`src/rtl/arb_pkg.sv`:
```
// Shared types and helpers for the BRAM port arbiter.
package arb_pkg;

    typedef enum logic {ARB, LOCK} arb_st_t;

    // Index width sized for the largest supported requester count.
    localparam int unsigned N_REQ_MAX = 8;
    localparam int unsigned IDX_W     = $clog2(N_REQ_MAX);

    function automatic logic [IDX_W-1:0] onehot2idx(input logic [N_REQ_MAX-1:0] oh);
        logic [IDX_W-1:0] idx;
        idx = '0;
        for (int i = 0; i < N_REQ_MAX; i++) begin
            if (oh[i]) idx = idx | IDX_W'(i);
        end
        return idx;
    endfunction

endpackage

```
`src/rtl/rr_pick.sv`:
```
// Round-robin pick: rotate requests so ptr sits at bit 0, keep the lowest set bit,
// rotate the winner back into requester order.
module rr_pick
    import arb_pkg::*;
#(
    parameter int N_REQ = 4
) (
    input  logic [N_REQ-1:0] req,
    input  logic [IDX_W-1:0] ptr,
    output logic [N_REQ-1:0] gnt
);

    logic [2*N_REQ-1:0] req_dbl;
    logic [N_REQ-1:0]   rot;
    logic [N_REQ-1:0]   pe;
    logic [2*N_REQ-1:0] unrot;

    assign req_dbl = {req, req};
    assign rot     = N_REQ'(req_dbl >> ptr);
    assign pe      = rot & (~rot + N_REQ'(1));
    assign unrot   = {pe, pe} << ptr;
    assign gnt     = unrot[2*N_REQ-1 -: N_REQ];

endmodule

```
`src/rtl/bram_port_arbiter.sv`:
```
// Round-robin arbiter with per-requester lock in front of one BRAM port;
// registers the winning access and routes read data back with a one-hot valid.
module bram_port_arbiter
    import arb_pkg::*;
#(
    parameter int N_REQ  = 4,
    parameter int MEM_AW = 16,
    parameter int MEM_DW = 16,
    parameter int RD_LAT = 1
) (
    input  logic                    clk_i,
    input  logic                    rst_ni,
    input  logic [N_REQ-1:0]        req_i,
    input  logic [N_REQ-1:0]        we_i,
    input  logic [N_REQ*MEM_AW-1:0] addr_i,
    input  logic [N_REQ*MEM_DW-1:0] dt_i,
    input  logic [N_REQ-1:0]        lock_i,
    output logic [N_REQ-1:0]        gnt_o,
    output logic [N_REQ-1:0]        rd_vld_o,
    output logic [MEM_DW-1:0]       rd_dt_o,
    output logic                    mem_en_o,
    output logic                    mem_we_o,
    output logic [MEM_AW-1:0]       mem_addr_o,
    output logic [MEM_DW-1:0]       mem_dt_o,
    input  logic [MEM_DW-1:0]       mem_dt_i
);

    arb_st_t          st_q, st_d;
    logic [IDX_W-1:0] ptr_q, ptr_d;
    logic [IDX_W-1:0] owner_q, owner_d;

    logic [N_REQ-1:0]  pick_gnt;
    logic [N_REQ-1:0]  own_oh;
    logic              own_req;
    logic              acc;
    logic              acc_lock;
    logic              acc_we;
    logic [IDX_W-1:0]  acc_idx;
    logic [MEM_AW-1:0] acc_addr;
    logic [MEM_DW-1:0] acc_dt;

    // Stage 0 lines up with mem_en_o, stage RD_LAT with mem_dt_i.
    logic [N_REQ-1:0] tag_q [0:RD_LAT];

    function automatic logic [IDX_W-1:0] inc_idx(input logic [IDX_W-1:0] i);
        return (i == IDX_W'(N_REQ-1)) ? '0 : i + IDX_W'(1);
    endfunction

    rr_pick #(.N_REQ(N_REQ)) u_pick (
        .req (req_i),
        .ptr (ptr_q),
        .gnt (pick_gnt)
    );

    assign own_oh   = N_REQ'(1) << owner_q;
    assign own_req  = |(req_i & own_oh);
    assign gnt_o    = (st_q == LOCK) ? (own_req ? own_oh : '0) : pick_gnt;
    assign acc      = |(req_i & gnt_o);
    assign acc_lock = |(lock_i & gnt_o);
    assign acc_idx  = onehot2idx(N_REQ_MAX'(gnt_o));

    // NOTE: every output of a combinational block gets a default first so no path infers a latch.
    always_comb begin
        acc_we   = 1'b0;
        acc_addr = '0;
        acc_dt   = '0;
        for (int k = 0; k < N_REQ; k++) begin
            if (gnt_o[k]) begin
                acc_we   = acc_we | we_i[k];
                acc_addr = acc_addr | addr_i[k*MEM_AW +: MEM_AW];
                acc_dt   = acc_dt | dt_i[k*MEM_DW +: MEM_DW];
            end
        end
    end

    always_comb begin
        st_d    = st_q;
        ptr_d   = ptr_q;
        owner_d = owner_q;
        case (st_q)
            ARB: begin
                if (acc) begin
                    if (acc_lock) begin
                        owner_d = acc_idx;
                        st_d    = LOCK;
                    end else begin
                        ptr_d = inc_idx(acc_idx);
                    end
                end
            end
            LOCK: begin
                // Dropping the request or a final unlocked access both hand the port back.
                if (!own_req || !acc_lock) begin
                    ptr_d = inc_idx(owner_q);
                    st_d  = ARB;
                end
            end
            default: st_d = ARB;
        endcase
    end

    // NOTE: sequential state uses non-blocking assignments so every flop samples pre-edge values.
    always_ff @(posedge clk_i or negedge rst_ni) begin
        if (!rst_ni) begin
            st_q    <= ARB;
            ptr_q   <= '0;
            owner_q <= '0;
        end else begin
            st_q    <= st_d;
            ptr_q   <= ptr_d;
            owner_q <= owner_d;
        end
    end

    always_ff @(posedge clk_i or negedge rst_ni) begin
        if (!rst_ni) begin
            mem_en_o   <= 1'b0;
            mem_we_o   <= 1'b0;
            mem_addr_o <= '0;
            mem_dt_o   <= '0;
        end else begin
            mem_en_o <= acc;
            mem_we_o <= acc & acc_we;
            if (acc) begin
                mem_addr_o <= acc_addr;
                mem_dt_o   <= acc_dt;
            end
        end
    end

    // NOTE: the tag array is reset (unlike a RAM) so in-flight reads are dropped on reset.
    always_ff @(posedge clk_i or negedge rst_ni) begin
        if (!rst_ni) begin
            for (int i = 0; i <= RD_LAT; i++) tag_q[i] <= '0;
            rd_vld_o <= '0;
            rd_dt_o  <= '0;
        end else begin
            tag_q[0] <= (acc && !acc_we) ? gnt_o : '0;
            for (int i = 1; i <= RD_LAT; i++) tag_q[i] <= tag_q[i-1];
            rd_vld_o <= tag_q[RD_LAT];
            rd_dt_o  <= mem_dt_i;
        end
    end

endmodule

```
`config.mk`:
```
export PLATFORM = sky130hd
export DESIGN_NAME = bram_port_arbiter
export DESIGN_NICKNAME = d
export VERILOG_FILES = /design/src/rtl/arb_pkg.sv /design/src/rtl/rr_pick.sv /design/src/rtl/bram_port_arbiter.sv
export SDC_FILE = /design/constraint.sdc
export NUM_CORES = 1
export LEC_CHECK = 0
export BUFFER_PORTS_ARGS = -buffer_cell sky130_fd_sc_hd__buf_2
export CORE_ASPECT_RATIO = 0.9
export CORE_MARGIN = 2
export CORE_UTILIZATION = 44
export DETAILED_ROUTE_END_ITERATION = 8
export PLACE_DENSITY = 0.85
export SLEW_MARGIN = 20
export SYNTH_ARGS = -nofsm -noshare
export SYNTH_HDL_FRONTEND = slang
export SYNTH_SLANG_ARGS = --single-unit
```
`constraint.sdc`:
```
create_clock -name clk_i -period 4.7 [get_ports clk_i]
set_input_delay 1.41 -clock clk_i [delete_from_list [all_inputs] [get_ports clk_i]]
set_output_delay 1.41 -clock clk_i [all_outputs]
set_load 0.005 [all_outputs]
```
==> flow_summary_export.csv, run 1 <==
group,metric,value,unit
clocking,clkLatencyLatePin,0.33,ns
outcome,outcome,"finished, final reports clean",
synth,ys_ff_latch,67,
synth,synth_edf_count,0,
sta,fin_crit,3.98,ns
power,seq_power_share,33.8,%
clocking,clk_path_buf_depth,2,
sta,fin_skew,0.00843,ns
sta,fin_hold_ws,0.346,ns
place,gp_congestion,0.939,
floorplan,core,6620,µm²
place,place_hpwl,7540,µm
power,swShare,41.0,%
setup_path,crit_path_frequent_cell,"buf_2",
power,powerDensity,630,nW/µm²
clocking,ctsHoldBuffers,0,
power,power_switching,0.00113,W
setup_path,crit_chain,"buf_2 > a22o_1 > nor2_1 > o21ai_2 > buf_2",
synth,syn-mean-instance-area,10.3,µm²
synth,netlist_top_cells_area,"dfrtp_1 55%, a222oi_1 11%, a31oi_1 6.6%",
setup_path,crit_type,"in -> out",
power,p_clk_share,17.1,%
sta,rsz0062_at_grt,"false",
final_layout,final-seq-area,1680,µm²
setup_path,slowest_stage,"o21ai_2",
synth,yosysTopAreaCell,"dfrtp_1",
floorplan,die_area,7590,µm²
setup_path,worst-path-max-fanout,10,
final_layout,num-nets-final,661,
setup_path,cp.required,3.29,ns
power,p_total,0.00276,W
synth,synthFlopType,"dfrtp_1",
floorplan,fp.dieW,91.6,µm
synth,syn_nets,456,
synth,ys_seq_area_share,55.2,%
clocking,clock_sink_count,67,
sta,max_freq,0.251,GHz
clocking,cts_setup_buffers,0,
synth,synthCells,294,
setup_path,cp_data_arrival_time,2.57,ns
sta,timing.final.max_slew_violations,0,
drt,finalWirelength,10200,µm
floorplan,fp-row-count,28,
synth,syn_area,3040,µm²
sta,fin_crit_sh,84.7,%
final_layout,multi_input_area,1260,µm²
clocking,cts-htree-levels,3,
flow_run,drv_cap,0,
final_layout,fin_cells,595,
drt,via_count,3348,
global_routing,gr-total-overflow,0,
clocking,path_clk_slew,0.07,ns
clocking,cts.repair.resized,0,
global_routing,grt_usage,26.9,%
floorplan,io_pins,216,
global_routing,grt_max_degree,52,
global_routing,grt_pass1_wl,16000,µm
global_routing,grt_antenna_before_repair,1,
setup_path,worstSetupEndpointType,"primary output",
power,ir_drop,0.293,mV
power,power_frac_comb,49.1,%
worst_hold_path,min_path_type,"reg -> reg",
clocking,cts_tree,"built",
global_routing,grt_pass1_vias,3341,
synth,yosysUniqueCellTypes,36,
sta,final_hold_viol_count,0,
sta,max_slew_margin,59.7,%
drt,drc,0,
drt,drt_iter0_drc,355,
final_layout,fill_cells,526,
place,dp.cells,578,
synth,synth.top_cell.area_share,55.2,%
clocking,cts_root_buf,"clkbuf_8",
sta,worstMarginPinSlew,0.604,ns
floorplan,die_y,82.8,µm
floorplan,start_util,45.9,%
sta,setup-tns-final,0,ns
drt,first_pass_iters,7,
drt,via_per_inst,5.63,
setup_path,critPathMaxStageDelay,0.50,ns
synth,async_reset_ff_share,100,%
sta,setup_viol,0,
final_layout,drive_gt1_share,47.8,%
power,p_int,0.00163,W
setup_path,crit_path_start_kind,"primary input",
synth,yosysWarnings,0,
drt,wl_per_cell,17.1,µm
clocking,numCtsBuffers,9,
place,io_buffer_count,215,
power,leakagePower,2.20,nW
final_layout,syn_to_final_growth,44.3,%
drt,ant_nets,0,
[synthesized netlist by cell type (4+ instances only)]
master,instances
ha_1,4
a222oi_1,34
a21oi_1,5
inv_1,4
nor2b_1,8
nand3_1,5
nor2_1,33
dfrtp_1,67
clkbuf_1,22
a31oi_1,32
o21ai_0,5
nand2_1,37
[power by group through the flow]
| stage | Clock [W] | Combinational (W) | Sequential (W) |
|---|---|---|---|
| 3_5_place_dp | 0 | 0.00135 | 0.000946 |
| 2_1_floorplan | 0 | 0.000864 | 0.000931 |
| 6_report | 0.000472 | 0.00136 | 0.000934 |
| 5_1_grt | 0.000510 | 0.00151 | 0.000962 |
| 3_3_place_gp | 0 | 0.00130 | 0.000932 |
| 4_1_cts | 0.000483 | 0.00136 | 0.000934 |
[worst paths after layout]
path	to	slack, ns	startpoint	depth (start not counted)
worst min register to register	tag_q[0]	0.35	tag_q[4]	0
worst max register to register	ptr_q[0]	1.53	owner_q[0]	10
min in group asynchronous	mem_dt_o[11]	1.09	rst_ni	1
worst max-delay path	gnt_o[1]	0.72	req_i[0]	5
worst min-delay path	tag_q[0]	0.35	tag_q[4]	0
max in group asynchronous	st_q	2.94	rst_ni	2
[layout make-up]
class / instances / area share, %
antenna: 1 / 0.0571
clock buffer: 9 / 2.82
clock inverter: 7 / 1.68
inverter: 4 / 0.342
multi-input combinational: 196 / 28.7
sequential: 67 / 38.2
tap: 90 / 2.57
timing repair buffer: 221 / 25.6
[registers in the layout, indices dropped and copies added, names as in the netlist]
signal and cells:
st_q 1, rd_vld_o 4, mem_dt_o 16, mem_en_o 1, tag_q 8, mem_we_o 1
rd_dt_o 16, ptr_q 2, owner_q 2, mem_addr_o 16
[per-layer routing]
metal	wire, µm	track usage (%)	up-vias	share of wire (%)
met5	0	0	-	0
met4	299	12.9	0	2.9
met3	991	6.53	29	9.7
met2	5080	46.0	221	50
met1	3830	31.5	1548	38
li1	-	-	1550	-
[through the flow]
stage / utilization [%] / instance area [µm²] / worst slack [ns]
5_1_grt: 66.2 / 4390 / 0.672
3_5_place_dp: 63.2 / 4180 / 0.727
3_3_place_gp: 63.2 / 4180 / 0.802
4_1_cts: 66.2 / 4380 / 0.783
2_1_floorplan: - / 3040 / 0.716
6_report: 66.2 / 4390 / 0.718
[worst max-delay path, delay by kind of cell]
family                 cells  cell delay (ns)
buffers and inverters      2             0.40
AOI/OAI and AO/OA          2             0.69
and+or+nand+nor            1             0.07
[cells by family after synthesis]
kind of cell | synth area share (%)
AOI/OAI and AO/OA | 25.8
adders and majority gates | 1.65
buffers and inverters | 4.24
DFF | 55.2
muxes | 0.700
and+or+nand+nor | 12.4
[cell usage in the layout, fill, tap and decap left out, types with 4 or more instances in the layout]
cell / instances
buf_2: 214
dfrtp_1: 67
nand2_1: 37
a222oi_1: 34
nor2_1: 33
a31oi_1: 32
clkbuf_8: 9
nor2b_1: 8
buf_4: 7
a21oi_1: 5
nand3_1: 5
inv_1: 4
o21ai_0: 4
ha_1: 4
Note: power is estimated with default switching activity, not from simulation.
==> run 2, diff against run 1 <==
--- a/config.mk
+++ b/config.mk
@@ -8,9 +8,9 @@
 export BUFFER_PORTS_ARGS = -buffer_cell sky130_fd_sc_hd__buf_2
 export CORE_ASPECT_RATIO = 0.9
 export CORE_MARGIN = 2
-export CORE_UTILIZATION = 44
+export CORE_UTILIZATION = 37
 export DETAILED_ROUTE_END_ITERATION = 8
-export PLACE_DENSITY = 0.85
+export PLACE_DENSITY = 0.77
 export SLEW_MARGIN = 20
 export SYNTH_ARGS = -nofsm -noshare
 export SYNTH_HDL_FRONTEND = slang
==> constraint.sdc (replaced) <==
create_clock -name clk_i -period 3.2 [get_ports clk_i]
set_input_delay 0.96 -clock clk_i [delete_from_list [all_inputs] [get_ports clk_i]]
set_output_delay 0.96 -clock clk_i [all_outputs]
set_load 0.005 [all_outputs]
==> flow_summary_export.csv, run 2 (synthesis results as in run 1) <==
group,metric,value,unit
setup_path,worstSetupEndpointType,"primary output",
final_layout,drive_gt1_share,49.0,%
drt,first_pass_iters,6,
power,powerDensity,925,nW/µm²
final_layout,mostFrequentLayoutCell,"buf_2",
sta,setup_viol,0,
drt,drc,0,
sta,setup-tns-final,0,ns
global_routing,grt_pass1_wl,16000,µm
sta,fin_crit,3.05,ns
final_layout,fill_cells,714,
final_layout,reg_top3,"mem_addr_o x16, mem_dt_o x16, rd_dt_o x16",
drt,wl_met2,4900,µm
drt,finalWirelength,10100,µm
clocking,clkLatencyLatePin,0.35,ns
clocking,path_clk_slew,0.08,ns
final_layout,syn_to_final_growth,48.0,%
setup_path,cp.required,2.24,ns
floorplan,start_util,37.9,%
floorplan,io_pins,216,
floorplan,fp-row-count,31,
power,p_clk_share,17.3,%
sta,timing.final.max_slew_violations,0,
final_layout,multi_input_area,1260,µm²
outcome,outcome,"finished, final reports clean",
sta,max_slew_margin,68.4,%
sta,max_freq,0.328,GHz
global_routing,grt_usage,22.6,%
clocking,clk_path_buf_depth,2,
clocking,numCtsBuffers,9,
power,p_total,0.00416,W
final_layout,num-nets-final,673,
sta,fin_crit_sh,95.4,%
sta,fin_skew,0.0109,ns
sta,worstMarginPinSlew,0.474,ns
final_layout,most-common-layout-cells,"215 x buf_2, 67 x dfrtp_1, 37 x nand2_1, 34 x a222oi_1, 33 x nor2_1",
drt,ant_nets,0,
drt,highest_layer,"met4",
drt,wl_met1,4070,µm
power,ir_drop,0.564,mV
drt,via_per_inst,5.45,
drt,met3_length,952,µm
final_layout,final-seq-area,1680,µm²
drt,drt_iter0_drc,446,
drt,via_count,3352,
power,leakagePower,2.26,nW
floorplan,core,8030,µm²
place,gp_congestion,0.884,
power,seq_power_share,33.1,%
clocking,cts_tree,"built",
clocking,clock_sink_count,67,
power,swShare,40.6,%
sta,final_hold_viol_count,0,
place,place_hpwl,7720,µm
clocking,cts.repair.resized,0,
clocking,ctsHoldBuffers,0,
global_routing,grt_pass1_vias,3301,
global_routing,grt_antenna_before_repair,0,
power,power_frac_comb,49.6,%
final_layout,diodes,0,
setup_path,worst-path-max-fanout,4,
final_layout,fin_cells,615,
setup_path,cp_data_arrival_time,2.09,ns
floorplan,fp.dieW,99.5,µm
floorplan,die_area,8960,µm²
flow_run,drv_cap,0,
sta,rsz0062_at_grt,"false",
clocking,cts_setup_buffers,0,
place,io_buffer_count,215,
worst_hold_path,min_path_type,"reg -> reg",
setup_path,crit_path_start_kind,"register",
place,dp.cells,599,
global_routing,gr-total-overflow,0,
power,power_switching,0.00169,W
clocking,cts_root_buf,"clkbuf_8",
setup_path,crit_type,"reg -> out",
sta,fin_hold_ws,0.350,ns
drt,wl_per_cell,16.4,µm
clocking,cts-htree-levels,3,
power,p_int,0.00247,W
floorplan,die_y,90.0,µm
global_routing,grt_max_degree,55,
-- run 2: cell count changes in the layout (fill, tap and decap cells not counted), sizes merged --
| cell | change |
|---|---|
| inv | -2 |
| diode | -1 |
| clkinv | +1 |
| clkbuf | +1 |
| buf | +12 |
-- run 2: layout make-up --
type	count	area share [%]
Sequential cell	67	37.3
Clock buffer	10	3.06
Multi-Input combinational cell	196	27.9
Timing Repair Buffer	233	27.2
Clock inverter	6	1.45
Tap cell	99	2.75
Inverter	4	0.334
-- run 2: through the flow --
stage / utilization (%) / instance area, µm² / setup WS, ns
floorplan: - / 3040 / 0.116
global placement: 53.5 / 4300 / 0.161
detailed placement: 53.5 / 4300 / 0.130
CTS: 56.0 / 4500 / 0.142
global route: 56.0 / 4500 / 0.0402
finish: 56.0 / 4500 / 0.147
-- run 2: worst max-delay path, stage by stage (launching register included) --
cell and delay [ns]:
dfrtp_1 0.40, inv_1 0.10, ha_1 0.31, a22o_1 0.25, o21a_1 0.19, buf_4 0.15, a32o_1 0.22, buf_2 0.14
-- run 2: path summary, 6_finish.rpt --
check                           start     endpoint  slack (ns)  depth (start not counted)
max                        owner_q[0]     gnt_o[2]        0.15                          7
min                          tag_q[6]     tag_q[2]        0.35                          0
max reg2reg                owner_q[0]     ptr_q[0]        0.39                         10
min reg2reg                  tag_q[6]     tag_q[2]        0.35                          0
max in group asynchronous      rst_ni   owner_q[0]        2.09                          2
min in group asynchronous      rst_ni  mem_dt_o[1]        0.51                          1
-- run 2: per-layer routing --
layer / vias to the layer above / track usage (%)
li1: 1567 / -
met1: 1561 / 28.7
met2: 205 / 37.1
met3: 19 / 5.21
met4: 0 / 9.36
met5: - / 0
-- run 2: power by group through the flow --
stage / Combinational (W) / Sequential (W) / Clock, W
after floorplan: 0.00127 / 0.00137 / 0
after global placement: 0.00202 / 0.00138 / 0
after detailed placement: 0.00206 / 0.00139 / 0
after CTS: 0.00207 / 0.00137 / 0.000739
after global routing: 0.00230 / 0.00142 / 0.000782
final: 0.00206 / 0.00138 / 0.000721
==> run 3, diff against run 2 <==
--- a/config.mk
+++ b/config.mk
@@ -5,10 +5,11 @@
 export SDC_FILE = /design/constraint.sdc
 export NUM_CORES = 1
 export LEC_CHECK = 0
+export ABC_AREA = 1
 export BUFFER_PORTS_ARGS = -buffer_cell sky130_fd_sc_hd__buf_2
-export CORE_ASPECT_RATIO = 0.9
+export CORE_ASPECT_RATIO = 1.4
 export CORE_MARGIN = 2
-export CORE_UTILIZATION = 37
+export CORE_UTILIZATION = 39
 export DETAILED_ROUTE_END_ITERATION = 8
 export PLACE_DENSITY = 0.77
 export SLEW_MARGIN = 20
==> constraint.sdc (replaced) <==
create_clock -name clk_i -period 2.5 [get_ports clk_i]
set_input_delay 0.75 -clock clk_i [delete_from_list [all_inputs] [get_ports clk_i]]
set_output_delay 0.75 -clock clk_i [all_outputs]
set_load 0.005 [all_outputs]
==> flow_summary_export.csv, run 3 <==
group,metric,value,unit
outcome,outcome,"finished, violations left",
outcome,violations,"negative setup slack",
global_routing,grt_antenna_before_repair,0,
synth,synth.most_common_cell,"nand2_1",
sta,setup-tns-final,-0.401,ns
floorplan,die_y,115,µm
drt,ant_nets,0,
final_layout,diodes,0,
power,p_int,0.00441,W
place,pre_cts_ws,-0.157,ns
place,dp.cells,729,
global_routing,busiest_layer,"met2",
sta,timing.final.ws_setup,-0.104,ns
drt,via_count,3832,
synth,yosysUniqueCellTypes,24,
place,io_buffer_count,215,
drt,drt_iter0_drc,176,
power,leakagePower,2.85,nW
flow_run,drv_cap,0,
worst_hold_path,min_path_type,"reg -> reg",
clocking,clk_path_buf_depth,2,
setup_path,slowest_stage,"a21oi_4",
setup_path,cp_data_arrival_time,1.85,ns
clocking,path_clk_slew,0.05,ns
synth,yosysWarnings,0,
setup_path,worst-path-max-fanout,4,
final_layout,reg_top3,"mem_addr_o x16, mem_dt_o x16, rd_dt_o x16",
place,place_hpwl,8870,µm
sta,timing.final.max_slew_violations,0,
final_layout,num-nets-final,808,
sta,worstMarginPinSlew,0.531,ns
setup_path,worstSetupEndpointType,"primary output",
sta,fin_crit,2.60,ns
synth,yosysTopAreaCell,"dfrtp_1",
power,ir_drop,1.36,mV
final_layout,most-common-layout-cells,"213 x buf_2, 137 x nand2_1, 65 x dfrtp_1, 43 x nand3_1, 30 x buf_4",
sta,fin_crit_sh,104,%
synth,netlist_top_cells_area,"dfrtp_1 48%, nand2_1 16%, nand3_1 7.1%",
setup_path,crit_path_frequent_cell,"nand2_1",
global_routing,grt_pass1_wl,18100,µm
global_routing,gr-total-overflow,0,
floorplan,start_util,40.2,%
clocking,cts_root_buf,"clkbuf_16",
final_layout,fin_util,61.8,%
clocking,clock_sink_count,67,
floorplan,fp.dieW,83.6,µm
clocking,cts_tree,"built",
clocking,numCtsBuffers,9,
global_routing,grt_use_met1,27.0,%
drt,via_per_inst,5.07,
floorplan,io_pins,216,
sta,fin_skew,0.00421,ns
power,swShare,44.9,%
setup_path,critPathMaxStageDelay,0.17,ns
setup_path,crit_buf_inv,4,
floorplan,die_area,9650,µm²
synth,ys_seq_area_share,48.5,%
synth,syn_area,3460,µm²
power,seq_power_share,21.2,%
sta,final_hold_viol_count,0,
setup_path,crit_type,"in -> out",
setup_path,crit_chain,"buf_2 > inv_2 > nand2_1 > nand3_1 > nand2_1 > nand2_1 > inv_1 > nand2_2 > nand2_2 > nand3_4 > a21oi_4 > buf_2",
final_layout,drive_gt1_share,51.3,%
drt,wl_per_cell,15.5,µm
final_layout,fin_cells,756,
setup_path,crit_family,"simple AND/OR/NAND/NOR gates",
synth,syn_nets,566,
final_layout,syn_to_final_growth,53.9,%
drt,drc,0,
clocking,cts-htree-levels,3,
global_routing,gr-usage-met3,5.48,%
final_layout,mostFrequentLayoutCell,"buf_2",
global_routing,met2_usage,44.3,%
sta,max_freq,0.384,GHz
floorplan,fp-row-count,40,
place,gp_congestion,0.963,
sta,setup_viol,4,
global_routing,grt_max_degree,68,
power,powerDensity,1510,nW/µm²
floorplan,core,8610,µm²
global_routing,grt_pass1_vias,3806,
sta,rsz0062_at_grt,"true",
power,p_clk_share,16.0,%
sta,fin_hold_ws,0.346,ns
synth,synth_edf_count,0,
synth,async_reset_ff_share,100,%
power,power_frac_comb,62.8,%
drt,finalWirelength,11700,µm
power,power_switching,0.00360,W
synth,syn-mean-instance-area,8.56,µm²
sta,max_slew_margin,64.6,%
synth,synthCells,404,
synth,ys_ff_latch,67,
synth,synthTopCellsByCount,"151 x nand2_1, 67 x dfrtp_1, 49 x nand3_1",
drt,first_pass_iters,4,
synth,synthFlopType,"dfrtp_1",
global_routing,grt_usage,24.2,%
clocking,clkLatencyLatePin,0.33,ns
setup_path,cp.required,1.75,ns
synth,synth.top_cell.area_share,48.5,%
setup_path,crit_path_start_kind,"primary input",
==> run 3: worst paths after layout <==
check / from / end / slack [ns] / cells after the start
setup / recovery: req_i[1] / gnt_o[1] / -0.10 / 12
hold / removal: tag_q[3] / rd_vld_o[3] / 0.35 / 0
setup reg to reg: ptr_q[0] / ptr_q[0] / 0.16 / 18
hold reg to reg: tag_q[3] / rd_vld_o[3] / 0.35 / 0
max in group asynchronous: rst_ni / mem_dt_o[9] / 1.78 / 2
min in group asynchronous: rst_ni / tag_q[0] / 0.43 / 2
==> run 3: cells by family after synthesis <==
logic type	count (synthesis)	share of synthesized area, %
AOI/OAI and AO/OA	68	15.7
adders and majority gates	4	1.45
and+or+nand+nor	223	28.1
buffers and inverters	42	6.36
DFF	67	48.5
==> run 3: area by class of cell <==
class | instances | area, µm²
Inverter | 24 | 95.1
Fill cell | 757 | 3290
Tap cell | 105 | 131
Sequential cell | 67 | 1680
Multi-Input combinational cell | 295 | 1720
Clock buffer | 11 | 253
Timing Repair Buffer | 249 | 1390
Clock inverter | 5 | 60.1
==> run 3: per-stage QoR <==
step                total power, W  area, µm²
finish                     0.00802       5320
global route               0.00872       5320
CTS                        0.00798       5300
detailed placement         0.00625       4750
global placement           0.00613       4750
floorplan                  0.00472       3470
==> run 3: layer usage <==
| metal | part of all wire, % | up-vias |
|---|---|---|
| met3 | 6.2 | 27 |
| met2 | 53 | 176 |
| li1 | - | 1849 |
| met5 | 0 | - |
| met4 | 3.0 | 0 |
| met1 | 38 | 1780 |
==> run 3: repair_timing <==
| item | 4_1_cts | 5_1_grt |
|---|---|---|
| gates cloned | 0 | 0 |
| buffers inserted | 10 | 1 |
| gates resized for setup | 45 | 6 |
| setup endpoints to repair | 4 | 12 |
| pin swaps | 25 | 3 |
| hold buffers | 0 | 0 |
==> run 3: power by group through the flow <==
stage / Clock, W / Sequential [W] / Combinational (W)
floorplan: 0 / 0.00168 / 0.00304
global placement: 0 / 0.00169 / 0.00444
detailed placement: 0 / 0.00170 / 0.00455
CTS: 0.00132 / 0.00169 / 0.00497
global route: 0.00138 / 0.00174 / 0.00559
finish: 0.00128 / 0.00170 / 0.00503
